## src/rtl/nbcac_decoder_10_rx_pkg.sv

```systemverilog
// Shared types and helpers for the 10-wire NBCAC receive path.
package nbcac_pkg;

  localparam int unsigned NBCAC_N_WIRES = 10;
  localparam int unsigned NBCAC_N_DATA  = 7;

  typedef logic [NBCAC_N_WIRES:1]  nbcac_word_t;
  typedef logic [NBCAC_N_DATA-1:0] nbcac_data_t;

  // True when any adjacent wire pair toggles in opposite directions between prev and cur.
  function automatic logic nbcac_xtalk_viol(nbcac_word_t prev, nbcac_word_t cur);
    nbcac_word_t t;
    logic        viol;
    t    = prev ^ cur;
    viol = 1'b0;
    for (int unsigned i = 1; i < NBCAC_N_WIRES; i++) begin
      viol = viol | (t[i] & t[i+1] & (cur[i] ^ cur[i+1]));
    end
    return viol;
  endfunction

endpackage

```

## src/rtl/nbcac_decoder_10_rx_if.sv

```systemverilog
// Codeword-in / decoded-data-out bus of the NBCAC receive stage.
interface nbcac_decoder_10_rx_if;
  import nbcac_pkg::*;

  nbcac_word_t codein;
  logic        codein_valid;
  nbcac_data_t dataout;
  logic        dataout_valid;
  logic        code_err;
  logic        xtalk_err;

  modport master (
    output codein, codein_valid,
    input  dataout, dataout_valid, code_err, xtalk_err
  );

  modport slave (
    input  codein, codein_valid,
    output dataout, dataout_valid, code_err, xtalk_err
  );
endinterface

```

## src/rtl/nbcac_decoder_10_rx_dec.sv

```systemverilog
// 10-wire NBCAC to 7-bit decoder; duplicated pairs are ANDed, exact inverse on legal words.
module nbcac_7di_decoder_core
  import nbcac_pkg::*;
(
  input  nbcac_word_t d,
  output nbcac_data_t v
);
  always_comb begin
    v = {d[10] & d[9], d[8], d[7] & d[6], d[5], d[4] & d[3], d[2], d[1]};
  end
endmodule

```

## src/rtl/nbcac_decoder_10_rx_enc.sv

```systemverilog
// 7-bit to 10-wire NBCAC encoder: d6, d4 and d2 each drive an adjacent wire pair.
module nbcac_7di_encoder_core
  import nbcac_pkg::*;
(
  input  nbcac_data_t d,
  output nbcac_word_t v
);
  always_comb begin
    v = {d[6], d[6], d[5], d[4], d[4], d[3], d[2], d[2], d[1], d[0]};
  end
endmodule

```

## src/rtl/nbcac_decoder_10_rx.sv

```systemverilog
// NBCAC receive stage: capture, decode, legality and crosstalk checks, saturating error counters.
module nbcac_decoder_10_rx
  import nbcac_pkg::*;
#(
  parameter int unsigned CNT_W = 16
)
(
  input  logic                 clock,
  input  logic                 rst_n,
  nbcac_decoder_10_rx_if.slave bus,
  input  logic                 cnt_clr,
  output logic [CNT_W-1:0]     code_err_cnt,
  output logic [CNT_W-1:0]     xtalk_err_cnt
);

  localparam logic [CNT_W-1:0] CNT_MAX = '1;

  nbcac_word_t s1_word;
  logic        s1_vld;
  nbcac_word_t prev_word;
  logic        prev_vld;
  nbcac_data_t dec_data;
  nbcac_word_t re_enc;
  logic        code_err_nxt;
  logic        xtalk_err_nxt;

  always_ff @(posedge clock or negedge rst_n) begin
    if (!rst_n) begin
      s1_word <= '0;
      s1_vld  <= 1'b0;
    end else begin
      s1_vld <= bus.codein_valid;
      if (bus.codein_valid) begin
        s1_word <= bus.codein;
      end
    end
  end

  nbcac_7di_decoder_core u_dec (
    .d (s1_word),
    .v (dec_data)
  );

  // A word is legal exactly when re-encoding its decode reproduces it.
  nbcac_7di_encoder_core u_enc (
    .d (dec_data),
    .v (re_enc)
  );

  always_comb begin
    code_err_nxt  = (re_enc != s1_word);
    xtalk_err_nxt = prev_vld & nbcac_xtalk_viol(prev_word, s1_word);
  end

  always_ff @(posedge clock or negedge rst_n) begin
    if (!rst_n) begin
      bus.dataout       <= '0;
      bus.dataout_valid <= 1'b0;
      bus.code_err      <= 1'b0;
      bus.xtalk_err     <= 1'b0;
      prev_word         <= '0;
      prev_vld          <= 1'b0;
    end else begin
      bus.dataout_valid <= s1_vld;
      if (s1_vld) begin
        bus.dataout   <= dec_data;
        bus.code_err  <= code_err_nxt;
        bus.xtalk_err <= xtalk_err_nxt;
        prev_word     <= s1_word;
        prev_vld      <= 1'b1;
      end
    end
  end

  always_ff @(posedge clock or negedge rst_n) begin
    if (!rst_n) begin
      code_err_cnt <= '0;
    end else if (cnt_clr) begin
      code_err_cnt <= '0;
    end else if (s1_vld && code_err_nxt && (code_err_cnt != CNT_MAX)) begin
      code_err_cnt <= code_err_cnt + CNT_W'(1);
    end
  end

  always_ff @(posedge clock or negedge rst_n) begin
    if (!rst_n) begin
      xtalk_err_cnt <= '0;
    end else if (cnt_clr) begin
      xtalk_err_cnt <= '0;
    end else if (s1_vld && xtalk_err_nxt && (xtalk_err_cnt != CNT_MAX)) begin
      xtalk_err_cnt <= xtalk_err_cnt + CNT_W'(1);
    end
  end

endmodule

```

## src/flat_wrapper.sv

```systemverilog
// flat-port wrapper written by rule: the top's interface ports become plain ports
module nbcac_decoder_10_rx_flat import nbcac_pkg::*;
#(
  parameter int unsigned CNT_W = 16
)
  (clock, rst_n, cnt_clr, code_err_cnt, xtalk_err_cnt, bus_codein, bus_codein_valid, bus_dataout, bus_dataout_valid, bus_code_err, bus_xtalk_err);
  nbcac_decoder_10_rx_if bus_i ();
  input  logic clock;
  input  logic rst_n;
  input  logic cnt_clr;
  output logic [CNT_W-1:0] code_err_cnt;
  output logic [CNT_W-1:0] xtalk_err_cnt;
  input wire logic [$bits(bus_i.codein)-1:0] bus_codein;
  input wire logic [$bits(bus_i.codein_valid)-1:0] bus_codein_valid;
  output wire logic [$bits(bus_i.dataout)-1:0] bus_dataout;
  output wire logic [$bits(bus_i.dataout_valid)-1:0] bus_dataout_valid;
  output wire logic [$bits(bus_i.code_err)-1:0] bus_code_err;
  output wire logic [$bits(bus_i.xtalk_err)-1:0] bus_xtalk_err;
  assign bus_i.codein = bus_codein;
  assign bus_i.codein_valid = bus_codein_valid;
  assign bus_dataout = bus_i.dataout;
  assign bus_dataout_valid = bus_i.dataout_valid;
  assign bus_code_err = bus_i.code_err;
  assign bus_xtalk_err = bus_i.xtalk_err;
  nbcac_decoder_10_rx #(.CNT_W(CNT_W)) u_core (.clock(clock), .rst_n(rst_n), .bus(bus_i), .cnt_clr(cnt_clr), .code_err_cnt(code_err_cnt), .xtalk_err_cnt(xtalk_err_cnt));
endmodule
```

## config.mk

```make
export PLATFORM = sky130hd
export DESIGN_NAME = nbcac_decoder_10_rx_flat
export DESIGN_NICKNAME = d
export VERILOG_FILES = /design/src/rtl/nbcac_decoder_10_rx_pkg.sv /design/src/rtl/nbcac_decoder_10_rx_if.sv /design/src/rtl/nbcac_decoder_10_rx_dec.sv /design/src/rtl/nbcac_decoder_10_rx_enc.sv /design/src/rtl/nbcac_decoder_10_rx.sv /design/src/flat_wrapper.sv
export SDC_FILE = /design/constraint.sdc
export NUM_CORES = 1
export LEC_CHECK = 0
export CORE_MARGIN = 2
export CORE_UTILIZATION = 45
export DETAILED_ROUTE_END_ITERATION = 8
export MAX_ROUTING_LAYER = met4
export PLACE_DENSITY = 0.73
export SETUP_SLACK_MARGIN = 0.4
export SYNTH_ARGS = -nofsm -noshare
export SYNTH_HDL_FRONTEND = slang
export SYNTH_SLANG_ARGS = --single-unit
```

## constraint.sdc

```tcl
create_clock -name clock -period 2.8 [get_ports clock]
set_clock_uncertainty 0.2 [all_clocks]
set_input_delay 0.56 -clock clock [delete_from_list [all_inputs] [get_ports clock]]
set_output_delay 0.56 -clock clock [all_outputs]
set_load 0.01 [all_outputs]
```

==> impl_results.md, run 1 <==
* Pin count of the biggest net entering global routing at 61
* Layout cells sized above 1 at between 20% and 30%
* Met1 Use GR at 23.0%
* H-tree Lvls at 3
* Startpoint Class: flip-flop
* Vias in the first global route at ~2,400
* Internal power at between 1 and 1.5 mW
* Worst R2R Path Depth at 7
* Max-Cap Viols at 0
* Antenna violations before repair at 0
* Worst path slowest cell: or4_4
* GR Util All Layers at 18.8%
* Maximum fanout along the worst path at 6
* Relative slew slack at a little over half
* Worst-path clk slew at 0.06 ns
* Via-to-Cell Ratio at between 5 and 6
* Post-synth cell types at 41
* Pleak at around 1.6 nW
* Worst-margin pin slew at 0.703 ns
* Comb pwr share at 17.5%
* Gp weighted congestion at ~0.9
* Die Ht at approximately 86 microns
* Yosys reg bits at 60
* Cell family with most CP delay: simple AND/OR/NAND/NOR gates
* Clk Latency, worst-skew pair at about 0.33 ns
* Fraction of registers with async set/reset at between 90% and 100%
* Slew Viols, Final at 0
* CTS tree: built
* TritonCTS buffer count at 9
* Met3 usage at between 6 and 7%
* Die width at 86.1 microns
* Crit Path Category: reg -> reg
* Fmax achieved at about 430 MHz
* Area growth, synth to finish at 31.0%
* DP HPWL at 4420 microns
* Final Cycle Share at between 80 and 90%
* Clk network pwr share at 34.3%
* Worst Path Buf+Inv at 0
* NetSw at about 550 uW
* Syn Inst Count at 307
* Pwr Total at 2.03 mW
* Data arrival, critical path at approximately 2.4 ns
* Design area at 3980 sq um
* Die area at approximately 7400 sq um
* Worst VDD drop at around 0.36 mV
* Post-Syn Area per Cell at 9.89 sq um
* Post-synth top flop: dfrtp_1
* WP depth at 7
* CTS root buf: clkbuf_8
* Min Tclk post-route at ~2.3 ns
* Net count, final at between 300 and 400
* GR Layer Usage met2 at ~30%
* GRT busiest layer: met2
* Worst hold slack at 0.0198 ns
* Cts hold-fix bufs at 0
* Setup Viol. Count Final at 0
* Placed cell area at about 3700 sq um
* Antenna cells at 0
* Seq pwr share at between 40% and 50%
* Synthesized area at approximately 3000 sq um
* DRC violations left at 0
* Routed Antenna Nets at 0
* Total number of vias at 2,502
* Crit-path cells: nand4_4, nor3_2, and3_1, a41o_4, or4_4, or3_1, a21oi_1
* Worst setup EP type: flip-flop
* Starting DRT DRC Count at around 130
* Post-Syn Nets at approximately 330
* EDFF count, synth at 0
* Initial Util at a little under half
* Yosys warns at 0
* Min-delay worst type: in -> async
* TritonRoute pass-1 iters at 4
* First-pass GRT wire length at 10,800 microns
* Status: complete, no violations
* Total Neg Setup Slack at 0 ns
* Sequential share of the synthesized area at 49.4%
* Power per Cell Area at roughly 510 nW/um^2
* Number of I/O pins at between 50 and 60
* DRT Wirelength at ~6500 microns
* Hold Vio Cnt, Final at 0
* Port-buffer cells at 55
* RSZ-0062 raised after global routing: no
* TritonCTS Sinks at 60
* Max incr delay on CP at between 0.5 and 0.6 ns
* Max clock buf depth at 2
* Core area at roughly 6400 sq um
* WP data required at 2.86 ns
* Routed len/inst at ~14 microns
* Switch share at between 20% and 30%
* Total gr overflow at 0
* Row Count at 29
-- cell usage after synthesis, drive strengths merged, types with 2 or more instances --
library cell,n,area (sq um)
a21oi,18,90.1
a22oi,2,15.0
buf,8,61.3
clkbuf,9,33.8
dfrtp,60,1500
ha,5,62.6
inv,15,56.3
mux2,21,236
mux2i,2,20.0
nand2,25,93.8
nand2b,5,31.3
nand3,15,75.1
nand4,9,62.6
nor2,22,82.6
nor2b,6,37.5
nor3,6,35.0
nor3b,2,15.0
nor4,3,18.8
o21ai,20,100
o22ai,5,31.3
o31ai,7,52.6
or2,2,15.0
or3,11,68.8
or4,8,63.8
xnor2,6,52.6
xor2,7,61.3
-- cell type report --
class                           instances  area (sq um)
Clock buffer                           12           165
Multi-Input combinational cell        215          1460
Clock inverter                          2          10.0
Inverter                               15          56.3
Fill cell                             560          2440
Tap cell                               77          96.3
Sequential cell                        60          1510
Timing Repair Buffer                   72           686
-- registers in the layout, indices dropped and copies added (netlist names) --
signal and flops:
u_core.code_err_cnt 16, u_core.xtalk_err_cnt 16, u_core.prev_word 10, u_core.s1_word 10
u_core.bus.dataout 3, u_core.bus.code_err 1, u_core.bus.dataout_valid 1, u_core.bus.xtalk_err 1
u_core.prev_vld 1, u_core.s1_vld 1
-- path summary, 6_finish.rpt --
path                                                      from                                   end  slack (ns)
hold / removal                                           rst_n    u_core.code_err_cnt[9]$_DFFE_PN0P_        0.02
setup reg to reg           u_core.xtalk_err_cnt[6]$_DFFE_PN0P_  u_core.xtalk_err_cnt[12]$_DFFE_PN0P_        0.45
hold reg to reg               u_core.bus.xtalk_err$_DFFE_PN0P_      u_core.bus.xtalk_err$_DFFE_PN0P_        0.30
max in group asynchronous                                rst_n   u_core.xtalk_err_cnt[8]$_DFFE_PN0P_        2.10
min in group clock            u_core.bus.xtalk_err$_DFFE_PN0P_      u_core.bus.xtalk_err$_DFFE_PN0P_        0.30
setup / recovery           u_core.xtalk_err_cnt[6]$_DFFE_PN0P_  u_core.xtalk_err_cnt[12]$_DFFE_PN0P_        0.45
-- repair_timing --
item / in CTS / in global routing
pin swaps: 0 / 1
gates resized for setup: 2 / 13
endpoints found under the setup margin: 5 / 15
setup buffers: 3 / 7
-- routing by layer --
metal	routed length (microns)	part of all wire, %
met5	0	0
met4	19	0.29
met3	380	5.8
met2	3270	50
met1	2870	44
-- cells by family (layout without fill, tap and decap cells) --
group	Yosys count	in the layout	synth area share, %
simple gates	118	118	20.7
compound gates	56	56	10.6
fa+ha+maj	5	5	2.06
mux	23	23	8.45
xor+xnor	13	13	3.75
flops	60	60	49.4
buf+inv	32	101	4.99
-- power by group through the flow --
stage / Combinational (mW) / Clock (mW) / Sequential, mW
2_1_floorplan: 0.192 / 0 / 0.994
4_1_cts: 0.339 / 0.719 / 0.981
5_1_grt: 0.395 / 0.746 / 0.987
3_3_place_gp: 0.329 / 0 / 0.994
6_report: 0.355 / 0.696 / 0.979
3_5_place_dp: 0.335 / 0 / 0.997
-- stage by stage --
stage               std cells  setup slack, ns  utilization, %
floorplan                 307            0.425               -
global placement          429            0.398            57.0
detailed placement        429            0.361            57.0
CTS                       446            0.413            60.3
global route              453            0.387            61.9
finish                    453            0.453            61.9
-- cell usage in the layout, fill, tap and decap left out, types with 4 or more instances in the layout --
master / Yosys / routed
o31ai_1: 7 / 6
or4_1: 7 / 6
nor2_1: 22 / 22
nor2b_1: 6 / 6
o22ai_1: 5 / 5
nand4_1: 8 / 8
xnor2_1: 6 / 6
nand2_1: 25 / 24
o21ai_0: 20 / 20
nand2b_1: 5 / 5
mux2_2: 21 / 21
inv_1: 15 / 15
dfrtp_1: 60 / 55
ha_1: 5 / 4
dfrtp_2: 0 / 5
xor2_1: 7 / 7
clkbuf_8: 0 / 12
buf_4: 4 / 16
clkdlybuf4s50_1: 0 / 54
nand3_1: 15 / 14
or3_1: 11 / 11
a21oi_1: 18 / 18
nor3_1: 5 / 4
(Power assumes the default switching activity.)
==> run 2: changes to the inputs <==
- clock period: 2.8 -> 2.2 ns (I/O delays scaled with it)
==> run 2 against run 1 <==
  * The flow now finishes with violations (negative setup slack)
  * Setup slack got worse by 0.64 ns
  * Critical path depth is the same
  * Routed wire length grew 36%
  * Critical endpoint is now u_core.xtalk_err_cnt[14]$_DFFE_PN0P_
  * Largest cell class is now multi-input combinational cells
==> impl_results.md, run 2 (synthesized netlist as in run 1, its figures left out) <==
* Startpoint Class: flip-flop
* Hold Path Origin: u_core.bus.dataout[2]$_DFFE_PN0P_
* Worst R2R End: u_core.xtalk_err_cnt[14]$_DFFE_PN0P_
* TritonCTS Sinks at 60 (unchanged)
* Worst R2R Path Depth at 7 (unchanged)
* Max incr delay on CP at 0.57 ns (+0.06 ns)
* Total Neg Setup Slack at -0.773 ns (-0.773 ns)
* Total number of vias at 2,898 (+16%)
* TritonCTS buffer count at 9 (unchanged)
* Maximum fanout along the worst path at 4 (-2)
* Via-to-Cell Ratio at 5.67 (+2.7%)
* Min Tclk post-route at 2.39 ns (+0.0427 ns)
* Data arrival, critical path at 2.45 ns (+0.05 ns)
* Pwr Total at 2.98 mW (+47%)
* Worst-margin pin slew at 0.472 ns (-0.232 ns)
* DP HPWL at 4830 microns (+9.4%)
* DRT Wirelength at 8850 microns (+36%)
* Register-to-Register Setup Slack at -0.19 ns (-0.64 ns)
* Routed len/inst at 17.3 microns (+20%)
* Setup Viol. Count Final at 13 (+13)
* Initial Util at 47.3% (unchanged)
* Pin count of the biggest net entering global routing at 61 (unchanged)
* Relative slew slack at 68.4% (+15 points)
* Row Count at 29 (unchanged)
* Antenna violations before repair at 0 (unchanged)
* GR Util All Layers at 22.8% (+4.0 points)
* DRC violations left at 0 (unchanged)
* Routed Antenna Nets at 0 (unchanged)
* Commonest non-fill, non-tap cells in the layout: 55 x dfrtp_1, 49 x buf_4, 26 x dlygate4sd2_1, 24 x nand2_1, 23 x buf_6
* Worst path slowest cell: or4_4
* Max-Cap Viols at 0 (unchanged)
* Total gr overflow at 0 (unchanged)
* Net count, final at 449 (+15%)
* Layout cells sized above 1 at 43.3% (+23 points)
* Util after Layout at 74.9% (+13 points)
* Vias in the first global route at 2,730 (+16%)
* Crit Path Category: reg -> reg
* Die area at 7420 sq um (unchanged)
* First-pass GRT wire length at 12,900 microns (+20%)
* Antenna cells at 0 (unchanged)
* TritonRoute pass-1 iters at 4 (unchanged)
* Worst-path clk slew at 0.07 ns (about the same)
* Max clock buf depth at 2 (unchanged)
* Starting DRT DRC Count at 245 (+93%)
* Worst Hold Depth at 1
* Die Ht at 86.1 microns (unchanged)
* CTS root buf: clkbuf_8
* Worst setup EP type: flip-flop
* CTS tree: built
* Power per Cell Area at 620 nW/um^2 (+22%)
* Biggest regs: u_core.code_err_cnt: 16 flops, u_core.xtalk_err_cnt: 16 flops
* Crit-path cells: buf_6, nand3_2, nor2_2, nand2_2, or4_4, or3_4, a21oi_2
* Status: finished, violations left
* Area growth, synth to finish at 58.4%
* Port-buffer cells at 55 (unchanged)
* WP data required at 2.26 ns (-0.60 ns)
* FF-to-FF Start: u_core.xtalk_err_cnt[5]$_DFFE_PN0P_
* Worst hold slack at 0.309 ns (+0.289 ns)
* Slew Viols, Final at 0 (unchanged)
* Min-delay worst type: reg -> reg
* Setup WS post-layout at -0.190 ns (-0.643 ns)
* RSZ-0062 raised after global routing: yes
* Die width at 86.1 microns (unchanged)
* Final Cycle Share at 109% (+25 points)
* Worst VDD drop at 0.414 mV (+16%)
* Clk Latency, worst-skew pair at 0.33 ns (about the same)
* Violated checks: negative setup slack
* Gp weighted congestion at 0.833 (-5.0%)
* Fmax achieved at 418 MHz (-1.8%)
* Pleak at 2.14 nW (+33%)
* H-tree Lvls at 3 (unchanged)
* Worst slack at placement at -0.0907 ns (-0.452 ns)
* WHS Endpoint: u_core.bus.dataout[2]$_DFFE_PN0P_
* Hold Vio Cnt, Final at 0 (unchanged)
* Core area at 6420 sq um (unchanged)
* Number of I/O pins at 56 (unchanged)
* Most common cell after layout, fill and taps aside: dfrtp_1
-- run 2: how the worst max path moves through the flow --
stage	slack [ns]	to	start
after floorplan	-0.14	u_core.xtalk_err_cnt[12]$_DFFE_PN0P_	u_core.xtalk_err_cnt[3]$_DFFE_PN0P_
after global placement	-0.03	u_core.xtalk_err_cnt[8]$_DFFE_PN0P_	u_core.xtalk_err_cnt[3]$_DFFE_PN0P_
after detailed placement	-0.09	u_core.xtalk_err_cnt[12]$_DFFE_PN0P_	u_core.xtalk_err_cnt[3]$_DFFE_PN0P_
after CTS	-0.11	u_core.xtalk_err_cnt[12]$_DFFE_PN0P_	u_core.xtalk_err_cnt[3]$_DFFE_PN0P_
after global routing	-0.24	u_core.xtalk_err_cnt[14]$_DFFE_PN0P_	u_core.xtalk_err_cnt[5]$_DFFE_PN0P_
final	-0.19	u_core.xtalk_err_cnt[14]$_DFFE_PN0P_	u_core.xtalk_err_cnt[5]$_DFFE_PN0P_
-- run 2: layout make-up --
type                    instances  area, sq um
multi-input cells             216         1820
fillers                       439         1610
flip-flops and latches         60         1510
repair buffers                128         1140
clock buffers                  14          183
well taps                      77         96.3
inverters                      15         56.3
clock inverters                 1         5.00
-- run 2: worst max-delay path: cells and delay by family (launching register included) --
kind | cells | cell delay (ns)
AOI/OAI and AO/OA | 1 | 0.14
buffers and inverters | 1 | 0.14
DFF | 1 | 0.44
and+or+nand+nor | 5 | 1.41
-- run 2: report_power, final --
| group | internal, mW | switching, mW |
|---|---|---|
| logic | 0.426 | 0.367 |
| registers | 1.18 | 0.0755 |
| clock network | 0.525 | 0.413 |
| total | 2.13 | 0.856 |
-- run 2: timing repair --
item	in CTS	in global routing
resized for setup	92	73
setup buffers	25	9
setup endpoints to repair	75	44
hold endpoints to repair	60	0
pin swaps	21	28
cloned	1	1
hold buffers	1	0
-- run 2: stage by stage --
step	instances	area, sq um
6_report	511	4810
5_1_grt	511	4810
4_1_cts	501	4490
3_5_place_dp	459	3950
3_3_place_gp	459	3950
2_1_floorplan	307	3120
-- run 2: per-layer routing --
metal / part of all wire, % / global-route usage [%] / up-vias
met2: 52 / 38.3 / 114
met5: 0 / - / -
li1: - / - / 1334
met1: 40 / 27.5 / 1424
met4: 2.6 / 8.66 / 0
met3: 5.1 / 3.85 / 26
